--- config.mk ---
export PLATFORM = sky130hd
export DESIGN_NAME = fetch_unit
export DESIGN_NICKNAME = d
export VERILOG_FILES = /design/src/rtl/core_pkg.sv /design/src/rtl/imem_rom.sv /design/src/rtl/fetch_unit.sv
export SDC_FILE = /design/constraint.sdc
export NUM_CORES = 1
export LEC_CHECK = 0
export BUFFER_PORTS_ARGS = -buffer_cell sky130_fd_sc_hd__buf_2
export CORE_ASPECT_RATIO = 0.6
export CORE_MARGIN = 3
export CORE_UTILIZATION = 55
export DETAILED_ROUTE_END_ITERATION = 16
export HOLD_SLACK_MARGIN = 0.12
export PLACE_DENSITY_LB_ADDON = 0.25
export SYNTH_ARGS = -nofsm -noshare
export SYNTH_HDL_FRONTEND = slang
export SYNTH_SLANG_ARGS = --single-unit
--- constraint.sdc ---
create_clock -name clk -period 6.7 [get_ports clk]
set_clock_uncertainty 0.1 [all_clocks]
set_input_delay 0.67 -clock clk [delete_from_list [all_inputs] [get_ports clk]]
set_output_delay 0.67 -clock clk [all_outputs]
set_load 0.05 [all_outputs]
--- src/rtl/core_pkg.sv ---
// Shared types and constants for the front-end.
//   instr_t        32-bit instruction word
//   pc_t           byte-address program counter (PC_W bits)
//   fetch_entry_t  {instr, pc} pair held in the fetch queue
//   imem_image()   instruction memory contents, word index -> word
package core_pkg;

  localparam int unsigned PC_W       = 9;
  localparam int unsigned IMEM_DEPTH = 128;
  localparam int unsigned IMEM_AW    = PC_W - 2;

  typedef logic [31:0]     instr_t;
  typedef logic [PC_W-1:0] pc_t;

  typedef struct packed {
    instr_t instr;
    pc_t    pc;
  } fetch_entry_t;

  localparam pc_t    RESET_PC = '0;
  localparam instr_t NOP      = 32'h0000_0013;

  // ROM image: word k holds the value k, which makes every fetched word identify its own
  // address.
  function automatic instr_t imem_image(logic [IMEM_AW-1:0] idx);
    return instr_t'(idx);
  endfunction

endpackage

--- src/rtl/imem_rom.sv ---
// Synchronous-read instruction ROM, one 32-bit word per PC_W-2 bit word index.
//   clk     clock
//   rst_n   asynchronous active-low reset (clears the output register)
//   re_i    read enable; data_o updates on the next rising edge only when set
//   addr_i  word index
//   data_o  registered read data
module imem_rom
  import core_pkg::*;
(
  input  logic               clk,
  input  logic               rst_n,
  input  logic               re_i,
  input  logic [IMEM_AW-1:0] addr_i,
  output instr_t             data_o
);

  instr_t data_q;

  always_ff @(posedge clk or negedge rst_n) begin
    if (!rst_n) begin
      data_q <= '0;
    end else if (re_i) begin
      data_q <= imem_image(addr_i);
    end
  end

  assign data_o = data_q;

endmodule

--- src/rtl/fetch_unit.sv ---
// Instruction fetch stage: owns the PC, reads imem_rom, buffers returned words in a small
// circular queue and presents them to decode over a valid/ready link.
//   clk             clock
//   rst_n           asynchronous active-low reset
//   i_ready         decoder can accept this cycle
//   o_valid         o_instruction/o_pc valid
//   o_instruction   head-of-queue instruction (0 when queue empty)
//   o_pc            head-of-queue byte address (0 when queue empty)
//   redirect_valid  flush everything and restart fetch at redirect_pc
//   redirect_pc     new fetch PC, low two bits ignored
module fetch_unit
  import core_pkg::*;
#(
  parameter pc_t         RESET_PC = core_pkg::RESET_PC,
  parameter int unsigned FQ_DEPTH = 2
) (
  input  logic   clk,
  input  logic   rst_n,
  input  logic   i_ready,
  output logic   o_valid,
  output instr_t o_instruction,
  output pc_t    o_pc,
  input  logic   redirect_valid,
  input  pc_t    redirect_pc
);

  localparam int unsigned PtrW = (FQ_DEPTH > 1) ? $clog2(FQ_DEPTH) : 1;
  localparam int unsigned CntW = $clog2(FQ_DEPTH + 1);

  pc_t             pc_q, pc_d;
  logic            inflight_q, inflight_d;
  pc_t             inflight_pc_q, inflight_pc_d;
  logic [PtrW-1:0] head_q, head_d, tail_q, tail_d;
  logic [CntW-1:0] count_q, count_d;
  fetch_entry_t    fq_q [FQ_DEPTH];

  instr_t      rom_data;
  logic        issue, push, pop, not_empty;
  int unsigned occupancy;

  function automatic logic [PtrW-1:0] ptr_inc(logic [PtrW-1:0] p);
    return (p == PtrW'(FQ_DEPTH - 1)) ? '0 : p + PtrW'(1);
  endfunction

  imem_rom u_imem_rom (
    .clk    (clk),
    .rst_n  (rst_n),
    .re_i   (issue),
    .addr_i (pc_q[PC_W-1:2]),
    .data_o (rom_data)
  );

  assign not_empty     = (count_q != '0);
  assign o_valid       = not_empty && !redirect_valid;
  assign o_instruction = not_empty ? fq_q[head_q].instr : '0;
  assign o_pc          = not_empty ? fq_q[head_q].pc : '0;
  assign pop           = o_valid && i_ready;
  // A redirect kills the word returning this cycle.
  assign push          = inflight_q && !redirect_valid;

  // Reserve a queue slot for every outstanding read so a returning word always has room.
  always_comb begin
    occupancy = 32'(count_q) + 32'(inflight_q) - 32'(pop);
    issue     = !redirect_valid && (occupancy < FQ_DEPTH);
  end

  always_comb begin
    pc_d          = pc_q;
    inflight_d    = issue;
    inflight_pc_d = pc_q;
    head_d        = head_q;
    tail_d        = tail_q;
    count_d       = count_q;

    if (redirect_valid) begin
      pc_d       = {redirect_pc[PC_W-1:2], 2'b00};
      inflight_d = 1'b0;
      head_d     = '0;
      tail_d     = '0;
      count_d    = '0;
    end else begin
      if (issue) begin
        pc_d = pc_q + PC_W'(4);
      end
      if (push) begin
        tail_d = ptr_inc(tail_q);
      end
      if (pop) begin
        head_d = ptr_inc(head_q);
      end
      unique case ({push, pop})
        2'b10:   count_d = count_q + CntW'(1);
        2'b01:   count_d = count_q - CntW'(1);
        default: count_d = count_q;
      endcase
    end
  end

  always_ff @(posedge clk or negedge rst_n) begin
    if (!rst_n) begin
      pc_q          <= RESET_PC;
      inflight_q    <= 1'b0;
      inflight_pc_q <= '0;
      head_q        <= '0;
      tail_q        <= '0;
      count_q       <= '0;
    end else begin
      pc_q          <= pc_d;
      inflight_q    <= inflight_d;
      inflight_pc_q <= inflight_pc_d;
      head_q        <= head_d;
      tail_q        <= tail_d;
      count_q       <= count_d;
    end
  end

  // Queue storage needs no reset: count_q gates every read.
  always_ff @(posedge clk) begin
    if (push) begin
      fq_q[tail_q] <= '{instr: rom_data, pc: inflight_pc_q};
    end
  end

endmodule
==> metrics.txt, run 1 <==
first-pass GRT wire length 6600 um; H-Tree Depth 2; Mean Syn Cell Area around 13 um2; CTS tree done; Setup crit end kind flop; post-CTS sizing 0; clk_lat worst skew approximately 0.3 ns; maximum clock frequency 322 MHz; Yosys Warn Count 0; WL/cell 15.0 um; Sw Pwr around 0.00025 W; placed cell count around 270; startpoint types primary input; vias per std cell 5.03; RD Place Congestion 0.759; R2R Setup Slk roughly 3.8 ns; First DRT Iteration DRCs 65; status finished clean; Slew Viols, Final 0; slowest stage cell, crit path nor3_2; Crit Path Class primary input to flop; Antenna Nets Post-Route 0; RSZ-0062 raised after global routing no; setup_tns 0 ns; DRC violations left 0; Post-CTS Setup Bufs 0; Total GRT Usage between 10% and 20%; CTS Root Cell clkbuf_8; Unique masters post-synth 36; die area between 5000 and 6000 um2; clk buf depth 2; critical path peak fanout 16; Max Cap Violations 0; CP arrival between 3 and 4 ns; Reg power frac approximately 57%; sequential-to-total area share from yosys stat about three fifths; CTS Buf Count 5; Pint roughly 0.00052 W; Final Critical Period ~3.1 ns; Die Ht 57.4 um; Routed WL ~4100 um; synthesized area 2420 um2; register clock-pin slew on the reported worst setup and hold paths roughly 0.090 ns; vias in the first global route 1278; initial antenna violation count 0; combinational power share about a fifth; Filler cells approximately 330; diode count 0; non-filler cells, final about 270; # setup viols final 0; Area growth, synth to finish 6.04%; final hold slack between 0.2 and 0.3 ns; register area between 1000 and 1500 um2; Port Buf Inserts 25; Core ar. about 4200 um2; area of the multi-input gates 773 um2; final hold vios 0; TritonRoute pass-1 iters 4; largest stage delay on the critical path a little over 0.6 ns; largest net degree at the start of global routing 27; crit share post-route ~46%; Post-synth EDFFs 28; vias ~1400; Net Sw Frac around a third; largest delay contributor family on the critical path simple AND/OR/NAND/NOR gates; clock sink count 54; Yosys reg bits between 50 and 60; # rows 18; Worst VDD drop between 100 and 150 uV; gr ovfl total 0; layout cells sized above 1 between 10% and 20%; Die W just over 90 um; io pins 55; leakage power about 1.0 nW; P per Cell Area 297 nW/um2; Relative slew margins between 20% and 30%; initial core utilization between 50% and 60%; Post-Syn Instances 189; DP HPWL 2740 um; async set-reset flop share out of synthesis about half; min-delay worst type primary input to async pin; slew at the pin closest to its max-slew limit between 1 and 1.5 ns; Nets around 230; Clk pwr share between 20% and 30%; Critical Path RT ~6.8 ns; hold_buf cts 0; Post-synth top flop edfxtp_1; number of buffer and inverter stages on the critical path 2; worst path cell trace buf_2, inv_1, nand2_1, a21boi_0, fa_1, nor3_2, mux2_2
## power groups by stage
stage | registers [W] | logic [W] | clock network, W
3_3_place_gp | 0.000438 | 0.000148 | 0
5_1_grt | 0.000443 | 0.000163 | 0.000196
4_1_cts | 0.000436 | 0.000153 | 0.000181
6_report | 0.000436 | 0.000152 | 0.000176
2_1_floorplan | 0.000424 | 0.000144 | 0
3_5_place_dp | 0.000443 | 0.000152 | 0
## metal layers
metal / GRT usage [%] / vias up / wire length, um
li1: - / 658 / -
met1: 23.4 / 665 / 1910
met2: 25.0 / 45 / 1930
met3: 3.69 / 4 / 219
met4: 6.01 / 0 / 22
met5: 0 / - / 0
## per-stage QoR
step	utilization, %	power [W]	cell area [um2]	setup WS (ns)
finish	61.7	0.000764	2570	3.59
global placement	59.5	0.000586	2480	3.39
global route	61.7	0.000803	2570	3.45
detailed placement	59.5	0.000595	2480	3.31
floorplan	-	0.000569	2520	3.87
CTS	61.7	0.000769	2570	3.61
## state kept, by name (all words and copies together), names as in the netlist
register,flops
fq_q,28
inflight_pc_d,7
u_imem_rom.data_o,7
inflight_q,1
inflight_pc_q,7
count_q,2
head_q,1
tail_q,1
## synth_stat cells (4+ instances only)
library cell   n  area, um2
a31oi_1        4       25.0
buf_4         28        210
clkbuf_1       5       18.8
dfrtp_1       26        651
edfxtp_1      28        841
inv_1          4       15.0
mux2_2         7       78.8
mux2i_1       15        150
nand2_1        7       26.3
nor2_1        23       86.3
o31ai_1        4       30.0
or4_1          6       45.0
## path summary, 6_finish.rpt
| check | start | end | cells past startpoint |
|---|---|---|---|
| setup / recovery | redirect_valid | u_imem_rom.data_o[3]$_DFFE_PN0P_ | 7 |
| hold / removal | rst_n | inflight_pc_d[7]$_DFFE_PN0P_ | 1 |
| setup reg to reg | count_q[1]$_DFFE_PN0P_ | u_imem_rom.data_o[3]$_DFFE_PN0P_ | 6 |
| hold reg to reg | inflight_pc_d[8]$_DFFE_PN0P_ | inflight_pc_q[8]$_DFF_PN0_ | 0 |
| max in group asynchronous | rst_n | u_imem_rom.data_o[3]$_DFFE_PN0P_ | 1 |
| min in group clk | inflight_pc_d[8]$_DFFE_PN0P_ | inflight_pc_q[8]$_DFF_PN0_ | 0 |
## placed cells by master, fill, tap and decap left out, drive strengths merged, types with 2 or more instances in the layout
master,synthesis,final
inv,4,5
nand2,7,7
o21ai,3,3
nor3b,2,2
nor3,3,3
nand2b,2,2
conb,1,27
or4,6,6
a31oi,4,4
o211ai,2,2
clkbuf,5,5
o31ai,4,4
nand3,3,3
mux2i,15,15
buf,30,25
nor2,23,23
xnor2,2,2
edfxtp,28,28
mux2,7,7
dfrtp,26,26
## worst reg2reg max path: cells and delay by family (launching register included)
| family | cells | cell delay [ns] |
|---|---|---|
| simple gates | 3 | 0.96 |
| flops | 1 | 0.50 |
| mux | 1 | 0.42 |
| compound gates | 1 | 0.26 |
| fa+ha+maj | 1 | 0.58 |
## kinds of logic (layout without fill, tap and decap cells)
family	after synthesis	after routing	share of synthesized area, %
flip-flops	54	54	61.6
AND/OR/NAND/NOR	52	52	11.0
buffers and inverters	39	37	10.7
multiplexers	22	22	9.45
AO/OA/AOI/OAI	16	16	4.39
XOR/XNOR	3	3	1.39
adder cells (fa/ha/maj)	2	2	1.34
other	1	27	0.155
## final cells by class
class	instances	share of cell area (%)
flip-flops and latches	54	58.1
multi-input cells	122	30.1
repair buffers	25	4.87
well taps	60	2.92
clock buffers	5	2.68
clock inverters	3	0.779
inverters	4	0.585
(Power assumes the default switching activity.)
==> run 2: changes to the inputs <==
ABC_AREA = 1   (was default)
CORE_UTILIZATION = 48   (was 55)
clock period = 2.5 ns   (was 6.7 ns; I/O delays follow)
==> metrics.txt, run 2 <==
final hold slack roughly 0.16 ns; slowest stage cell, crit path dfrtp_1; clk_lat worst skew ~0.31 ns; Relative slew margins between 50% and 60%; die area a little over 6000 um2; Largest Register fq_q; Nets between 300 and 400; Yosys Warn Count 0; TritonRoute pass-1 iters 4; Max Cap Violations 0; initial core utilization 52.3%; final hold vios 0; area share of the largest cell type after synthesis 33.3%; largest delay contributor family on the critical path simple AND/OR/NAND/NOR gates; synth top area cells edfxtp_1 33%, dfrtp_1 26%, nand2_1 11%; setup_tns 0 ns; register clock-pin slew on the reported worst setup and hold paths 0.10 ns; Core ar. between 4000 and 5000 um2; WL/cell roughly 13 um; slew at the pin closest to its max-slew limit 0.601 ns; vias in the first global route 1583; Total GRT Usage 16.0%; synthesized area approximately 2500 um2; Reg power frac between 40 and 50%; initial antenna violation count 0; number of buffer and inverter stages on the critical path 4; Die Ht between 60 and 70 um; layout cells sized above 1 between 20% and 30%; # rows 19; io pins 55; DRC violations left 0; count leader, synth nand2_1; most frequent cells in the layout 74 x nand2_1, 28 x edfxtp_1, 27 x conb_1; Die W roughly 100 um; DP HPWL ~3000 um; Setup crit end kind flop; utilization after layout between 50% and 60%; max FFs per register 28; clock sink count 54; CTS Root Cell clkbuf_8; most frequent cells after synthesis 75 x nand2_1, 28 x buf_4, 28 x edfxtp_1; RSZ-0062 raised after global routing no; async set-reset flop share out of synthesis roughly half; Pint between 0.002 and 0.0025 W; First DRT Iteration DRCs between 70 and 80; Area growth, synth to finish 14.5%; Clk pwr share between 10% and 20%; Unique masters post-synth 30; CTS tree done; critical path peak fanout 7; startpoint types flop; crit share post-route 92.1%; Total Power around 0.0036 W; CTS Buf Count 5; Critical Path RT between 2 and 3 ns; Mean Syn Cell Area 10.2 um2; H-Tree Depth 2; Synth area leader edfxtp_1; diode count 0; worst path cell trace inv_2, nand2_4, inv_2, nor2_4, nand3_2, a21oi_2, fa_1, inv_1, nand3_4, nor2_4, buf_4, o21a_1; clk buf depth 2; vias roughly 1700; min-delay worst type primary input to flop; RD Place Congestion about 0.79; gr ovfl total 0; CP arrival around 2.5 ns; leakage power around 1.3 nW; Final Critical Period ~2.3 ns; # setup viols final 0; largest net degree at the start of global routing 27; sequential-to-total area share from yosys stat 59.1%; Slew Viols, Final 0; first-pass GRT wire length roughly 7700 um; Crit Path Class flop to flop; combinational power share around 45%; largest stage delay on the critical path roughly 0.43 ns; maximum clock frequency roughly 430 MHz; Post-synth EDFFs 28; Sw Pwr about 0.0016 W; status finished clean; Antenna Nets Post-Route 0; vias per std cell 4.75; Post-synth top flop edfxtp_1; Post-Syn Instances about 250; Worst VDD drop ~580 uV; Port Buf Inserts 25; Routed WL 4640 um; Net Sw Frac 44.3%; P per Cell Area 1240 nW/um2; commonest non-fill, non-tap cell in the layout nand2_1; Yosys reg bits 54
-- run 2: through the flow --
stage	setup slack (ns)	instances	cell area, um2
finish	0.199	359	2890
global placement	0.0930	336	2630
detailed placement	0.00626	336	2630
floorplan	0.0659	274	2620
CTS	0.0133	355	2840
global route	0.0112	359	2890
-- run 2: worst paths after layout --
path                                         startpoint                               end  slack, ns  depth (start not counted)
max reg2reg                      count_q[1]$_DFFE_PN0P_  u_imem_rom.data_o[5]$_DFFE_PN0P_       0.20                         12
min reg2reg                inflight_pc_d[3]$_DFFE_PN0P_        inflight_pc_q[3]$_DFF_PN0_       0.35                          0
max                              count_q[1]$_DFFE_PN0P_  u_imem_rom.data_o[5]$_DFFE_PN0P_       0.20                         12
min                                      redirect_pc[3]      inflight_pc_d[3]$_DFFE_PN0P_       0.16                          5
max in group asynchronous                         rst_n  u_imem_rom.data_o[2]$_DFFE_PN0P_       1.54                          2
min in group asynchronous                         rst_n            count_q[1]$_DFFE_PN0P_       0.37                          2
-- run 2: logic make-up after synthesis --
kind of cell | share of synthesized area, %
other | 0.149
AND/OR/NAND/NOR | 19.0
buffers and inverters | 13.2
XOR/XNOR | 0.694
flip-flops | 59.1
AO/OA/AOI/OAI | 6.59
adder cells (fa/ha/maj) | 1.29
-- run 2: worst reg2reg max path, delay by kind of cell, from the launching register on --
| kind | cells | cell delay [ns] |
|---|---|---|
| DFF | 1 | 0.43 |
| AOI/OAI and AO/OA | 2 | 0.27 |
| buffers and inverters | 4 | 0.37 |
| adders and majority gates | 1 | 0.42 |
| and+or+nand+nor | 5 | 0.67 |
-- run 2: power groups by stage --
stage	Sequential [W]	Clock, W	Combinational [W]
after floorplan	0.00142	0	0.00121
after global placement	0.00149	0	0.00141
after detailed placement	0.00150	0	0.00143
after CTS	0.00147	0.000525	0.00153
after global routing	0.00152	0.000568	0.00177
final	0.00147	0.000514	0.00161
-- run 2: layout make-up --
type                       count  area [um2]
clock buffer                   6        82.6
clock inverter                 2        16.3
fill                         440        1940
inverter                      21        78.8
multi-input combinational    166         825
sequential                    54        1490
tap                           63        78.8
timing repair buffer          47         318
-- run 2: metal layers --
layer  wire length [um]  global-route usage [%]  vias to the layer above  part of all wire (%)
li1                   -                       -                      841                     -
met1               2320                    24.3                      802                    50
met2               1980                    22.6                       52                    43
met3                272                    3.69                       10                   5.9
met4                 73                    5.11                        0                   1.6
met5                  0                       0                        -                     0
-- run 2: what timing repair did --
action,CTS,global route
hold buffers,6,0
cloned,0,1
endpoints found under the setup margin,1,14
endpoints found under the hold margin,31,0
gates resized for setup,0,4
pin swaps,1,4
setup buffers,5,3
